## src/rtl/stage_pipe_ctrl_pkg.sv

```systemverilog
// Shared definitions for the stage_pipe_ctrl chain: mode encodings and the
// occupancy width helper.
package stage_pipe_ctrl_pkg;

   localparam int MODE_PIPE  = 0;
   localparam int MODE_MULTI = 1;

   function automatic int occ_w(input int stages);
      return $clog2(stages + 1);
   endfunction

endpackage

```

## src/rtl/stage_pipe_ctrl_pipe_slice.sv

```systemverilog
// One register stage of the chain: a valid bit plus payload, with the
// ready chain computed locally so stages can be cascaded.
module pipe_slice #(
   parameter int WIDTH = 64
) (
   input  logic             clk,
   input  logic             rst,
   input  logic             flush,
   input  logic             up_valid,
   input  logic [WIDTH-1:0] up_data,
   input  logic             down_ready,
   output logic             ready,
   output logic             valid,
   output logic [WIDTH-1:0] data
);

   logic load;

   assign ready = !valid | down_ready;
   assign load  = up_valid & ready & !flush;

   always_ff @(posedge clk or negedge rst) begin
      if (!rst) begin
         valid <= 1'b0;
         data  <= '0;
      end else begin
         if (flush)
            valid <= 1'b0;
         else if (load)
            valid <= 1'b1;
         else if (down_ready)
            valid <= 1'b0;
         if (load)
            data <= up_data;
      end
   end

endmodule

```

## src/rtl/stage_pipe_ctrl.sv

```systemverilog
// Configurable-depth valid/ready stage chain with flush, occupancy report,
// retire strobe and saturating retire/stall counters.
module stage_pipe_ctrl
   import stage_pipe_ctrl_pkg::*;
#(
   parameter int STAGES = 4,
   parameter int WIDTH  = 64,
   parameter int MODE   = MODE_PIPE,
   parameter int CNT_W  = 32
) (
   input  logic                       clk,
   input  logic                       rst,
   input  logic                       in_valid,
   output logic                       in_ready,
   input  logic [WIDTH-1:0]           in_data,
   output logic                       out_valid,
   input  logic                       out_ready,
   output logic [WIDTH-1:0]           out_data,
   input  logic                       flush,
   output logic                       inst_done,
   output logic [occ_w(STAGES)-1:0]   occupancy,
   output logic [CNT_W-1:0]           retire_cnt,
   output logic [CNT_W-1:0]           stall_cnt
);

   localparam int OCC_W = occ_w(STAGES);

   // Handshake: a transfer occurs on an edge where valid and ready are both
   // high; valid never waits on ready, and a held valid keeps its data stable.
   logic [STAGES-1:0] v;
   logic [STAGES-1:0] rdy;
   logic [STAGES-1:0] up_v;
   logic [STAGES-1:0] dn_r;
   logic [WIDTH-1:0]  up_d [STAGES];
   logic [WIDTH-1:0]  d    [STAGES];
   logic              in_fire;

   for (genvar i = 0; i < STAGES; i++) begin : g_stage
      if (i == 0) begin : g_head
         assign up_v[i] = in_fire;
         assign up_d[i] = in_data;
      end else begin : g_body
         assign up_v[i] = v[i-1];
         assign up_d[i] = d[i-1];
      end
      if (i == STAGES - 1) begin : g_tail
         assign dn_r[i] = out_ready;
      end else begin : g_link
         assign dn_r[i] = rdy[i+1];
      end

      pipe_slice #(.WIDTH(WIDTH)) u_slice (
         .clk        (clk),
         .rst        (rst),
         .flush      (flush),
         .up_valid   (up_v[i]),
         .up_data    (up_d[i]),
         .down_ready (dn_r[i]),
         .ready      (rdy[i]),
         .valid      (v[i]),
         .data       (d[i])
      );
   end

   always_comb begin
      occupancy = '0;
      for (int i = 0; i < STAGES; i++)
         occupancy = occupancy + OCC_W'(v[i]);
   end

   // Multi-cycle mode only reopens once the registered count is zero, so a
   // retire never admits a new token in the same cycle.
   always_comb begin
      in_ready = !flush & ((MODE == MODE_MULTI) ? (occupancy == '0) : rdy[0]);
   end

   assign in_fire   = in_valid & in_ready;
   assign out_valid = v[STAGES-1] & !flush;
   assign out_data  = d[STAGES-1];
   assign inst_done = out_valid & out_ready;

   always_ff @(posedge clk or negedge rst) begin
      if (!rst) begin
         retire_cnt <= '0;
         stall_cnt  <= '0;
      end else begin
         if (inst_done && retire_cnt != {CNT_W{1'b1}})
            retire_cnt <= retire_cnt + CNT_W'(1);
         if (in_valid && !in_ready && stall_cnt != {CNT_W{1'b1}})
            stall_cnt <= stall_cnt + CNT_W'(1);
      end
   end

endmodule

```

## config.mk

```make
export PLATFORM = sky130hd
export DESIGN_NAME = stage_pipe_ctrl
export DESIGN_NICKNAME = d
export VERILOG_FILES = /design/src/rtl/stage_pipe_ctrl_pkg.sv /design/src/rtl/stage_pipe_ctrl_pipe_slice.sv /design/src/rtl/stage_pipe_ctrl.sv
export SDC_FILE = /design/constraint.sdc
export NUM_CORES = 1
export LEC_CHECK = 0
export ABC_CLOCK_PERIOD_IN_PS = 5900
export CAP_MARGIN = 20
export CORE_MARGIN = 2
export CORE_UTILIZATION = 23
export CTS_BUF_LIST = sky130_fd_sc_hd__clkbuf_2
export DETAILED_ROUTE_END_ITERATION = 16
export PLACE_DENSITY_LB_ADDON = 0.2
export SKIP_CTS_REPAIR_TIMING = 1
export SLEW_MARGIN = 20
export SYNTH_ARGS = -nofsm -noshare
export SYNTH_HDL_FRONTEND = slang
export SYNTH_SLANG_ARGS = --single-unit
```

## constraint.sdc

```tcl
create_clock -name clk -period 5.9 [get_ports clk]
set_input_delay 1.475 -clock clk [delete_from_list [all_inputs] [get_ports clk]]
set_output_delay 1.475 -clock clk [all_outputs]
set_load 0.01 [all_outputs]
```

# Yosys cells after proc, flatten, opt, wreduce, memory -nomap -nowiden
# Cells that the tools add are included.
# totals
in_bits	69
output_inout_bits	134
elab_cells	58
regBits	324
# classes
n_addsub	5
n_bitwise	16
n_eq_ne	2
reduce_logical	13
mux	12
# ops
operator	count
adder 32 x 1 -> 32 bit (second input constant)	2
inequality test 32 bit (second input constant)	2
AND 1 bit	12
2-to-1 mux 1 bit	12
nonzero test 3 bit	4
zero test 1 bit	6
bitwise OR 1 bit	4
adder 2 x 1 -> 3 bit	1
adder 3 x 1 -> 3 bit	1
logical AND 1 bit	3
adder 1 x 1 -> 2 bit	1

# Logic depth before layout (Yosys ltp)
# depth
word_depth	11
ltp_mapped	7
ltp_nobuf	6

# By module
# From an unflattened synthesis, not the netlist that was laid out.
# hier_totals
cells_unflattened	862
area_unflattened_um2	14126.0
# modules_own_cells
mod	cells_per_inst	seq_area_each_um2	area_per_inst_um2	instances
pipe_slice	141	1626.6	2741.4	4
stage_pipe_ctrl	298	1601.5	3160.5	1

# Least setup slack after synthesis
# OpenSTA, ideal clock, no wires.
# synth_path
path_kind	input-to-output
startpoint	input port out_ready
endpoint	output port in_ready
n_path_buf	0
arrival_time_ns	1.938
t_required_ns	4.425
path_stages	3
slack_ns	2.487
cell_sequence	nand2b_1 -> nor2_2 -> a31oi_1
# synth_between
elab_chain_len	5
# synth_rtl
element	line_no	rtl
from (decl)	stage_pipe_ctrl.sv:17	input logic out_ready,
bitwise OR 1 bit (4 in series)	stage_pipe_ctrl_pipe_slice.sv:19	assign ready = !valid | down_ready;
AND 1 bit	stage_pipe_ctrl.sv:74	in_ready = !flush & ((MODE == MODE_MULTI) ? (occupancy == '0) : rdy[0]);
to (decl)	stage_pipe_ctrl.sv:14	output logic in_ready,
# No other way between the ends.

# Final worst setup path
# Ends and elaborated chain as after synthesis.

==> flow_metrics.tcl <==
set metrics [dict create \
    die_h_um 245 \
    regArea_um2 8110 \
    critPathMaxFanout 4 \
    synth_warnings 0 \
    netlist_instances 925 \
    syn-cell-area_um2 13400 \
    period_minus_slack_ns 4.52 \
    yosysTopAreaCell "dfrtp_1" \
    fmax_mhz 221 \
    status "completed" \
    maxCapViolations 0 \
    start_util_pct 23.2 \
    netlist.area_leader.share_pct 60.7 \
    hp-class "reg2reg" \
    drt_wl_total_um 30200 \
    slew_viol_final 0 \
    hpwl_um 18900 \
    pin_count 203 \
    finalCritPeriodShare_pct 76.6 \
    cts_sinks 324 \
    rsz0062_at_grt "no" \
    core-area_um2 57600 \
    antenna_found_initial 4 \
    powerDensity_nw_per_um2 354 \
    cp_cell_sequence "clkdlybuf4s50_1 > nand2b_1 > nor2_2 > a31oi_1 > clkdlybuf4s50_1" \
    fp.dieW_um 245 \
    multi_input_area_um2 4530 \
    hp-start "g_stage[1].u_slice.data[1]" \
    fin_nets 1215 \
    peakVddDrop_v 0.000161 \
    finalSetupViolations 0 \
    worst_skew_pair.late_latency_ns 0.99 \
    cts_max_path_buffers 3 \
    slowest_stage "clkdlybuf4s50_1" \
    grt_pass1_wl_um 48600 \
    power_w 0.00589 \
    yosysUniqueCellTypes 47 \
    place_congestion 0.787 \
    clk_pin_slew_ns 0.10 \
    io_buffers 202 \
    final_layout_size_suffix_gt1_share_pct 35.7 \
    r2r-start "g_stage[3].u_slice.valid" \
    row_count 88 \
    arrival_ns 3.05 \
    cp_common_cell "clkdlybuf4s50_1" \
    cts_tree "built" \
    dp_slack_ns 1.36 \
    numCtsBuffers 95 \
    finalNonFillerCells 1963 \
    cp-startpoint "out_ready" \
    num_vias 7953 \
    ys_seq_elements 324 \
    cts_root_buf "clkbuf_2" \
    via_per_inst 4.05 \
    slew_headroom_pct 41.7 \
    syn_area_per_cell_um2 14.5 \
    grtUsageTotal_pct 10.4 \
    end_kind "primary output" \
    synthTopCellsByArea "dfrtp_1 61%, mux2_2 21%, buf_4 3.7%" \
    hold_viol 0 \
    cts_max_level 3 \
    synthArstFlopShare_pct 100 \
    cp-start-kind "input pin" \
    fillers 5957 \
    area_delta_synth_final_pct 24.4 \
    worstSetupPathType "in2out" \
    antenna_left 0 \
    max_slew.worst_pin.slew_ns 0.874 \
    p_leak_nw 7.32 \
    wire_per_inst_um 15.4 \
    remaining_drc_errors 0 \
    dr.first_iter.drc_count 293 \
    skew_ns 0.0551 \
    grt_pass1_vias 8477 \
    synthFlopType "dfrtp_1" \
    slowest_delay_ns 0.57 \
    ys_top_cells_by_count "324 x dfrtp_1, 254 x mux2_2, 65 x buf_4, 32 x xnor2_1" \
    hold_ws_ns 0.461 \
    grt-ovfl-total 0 \
    synth_edf_count 0 \
    die_area_um2 60100 \
    yosysSeqAreaShare_pct 60.7 \
    drtPass1Iterations 4 \
    tns_ns 0 \
    synth_fp_nets 999 \
    grt_max_degree 116 \
    dp_cells 1809 \
    yosysMostFrequentCell "dfrtp_1" \
    layout_setup_ws_ns 1.38 \
    worst_ep_required_time_ns 4.43 \
]
[layout make-up]
type | instances | share of cell area (%)
clock inverters | 22 | 0.730
diodes | 1 | 0.0151
inverters | 16 | 0.361
repair buffers | 215 | 13.2
multi-input cells | 489 | 27.2
flip-flops and latches | 324 | 48.8
well taps | 765 | 5.76
clock buffers | 131 | 3.94
[critical path, delay by kind of cell]
kind | cells | cell delay [ns]
AOI/OAI and AO/OA | 1 | 0.21
buffers and inverters | 2 | 1.10
and+or+nand+nor | 2 | 0.25
[cells by family after synthesis]
logic type | after synthesis | share of synthesized area, %
XOR/XNOR | 60 | 3.93
flip-flops | 324 | 60.7
AO/OA/AOI/OAI | 16 | 1.04
multiplexers | 259 | 21.8
adder cells (fa/ha/maj) | 5 | 0.524
AND/OR/NAND/NOR | 149 | 6.42
buffers and inverters | 112 | 5.58
[per-layer routing]
metal | global-route usage, % | up-vias | part of all wire [%]
met5 | 0 | - | 0.15
met4 | 5.15 | 6 | 2.5
met3 | 4.41 | 65 | 8.0
met2 | 15.6 | 213 | 46
met1 | 12.8 | 4004 | 43
li1 | - | 3665 | -
[cells in the final DEF (no fill, tap or decap), types with 5 or more instances in the layout]
master,n
nand3_1,24
clkbuf_2,131
nand4_1,14
clkdlybuf4s50_1,201
xor2_1,28
mux2_2,254
buf_12,5
inv_1,16
nand2_1,28
buf_4,6
xnor2_1,32
nor2_1,24
clkinv_1,15
dfrtp_1,324
and3_1,5
and4_1,8
nor3_1,16
nor4_1,6
[final timing paths]
path	end	slack [ns]	cells past startpoint
worst max-delay path	in_ready	1.38	5
worst min-delay path	g_stage[2].u_slice.data[1]	0.46	1
worst min register to register	g_stage[2].u_slice.data[1]	0.46	1
worst max register to register	stall_cnt[13]	3.42	5
max in group asynchronous	g_stage[1].u_slice.data[23]	4.29	2
min in group asynchronous	g_stage[2].u_slice.data[1]	0.48	1
[registers in the layout, summed over array words and instances, names as in the netlist]
signal / flops
g_stage.u_slice.data: 256
g_stage.u_slice.valid: 4
retire_cnt: 32
stall_cnt: 32
[metrics by stage]
stage | utilization, % | cell area, um^2
5_1_grt | 28.9 | 16600
6_report | 28.9 | 16600
4_1_cts | 28.9 | 16600
3_5_place_dp | 27.5 | 15800
3_3_place_gp | 27.5 | 15800
2_1_floorplan | - | 13400
[power breakdown]
group | switching, W | internal (W)
Clock | 0.000955 | 0.000635
Combinational | 0.000423 | 0.000798
Sequential | 0.000291 | 0.00278
Power figures use the tool's default switching activity.
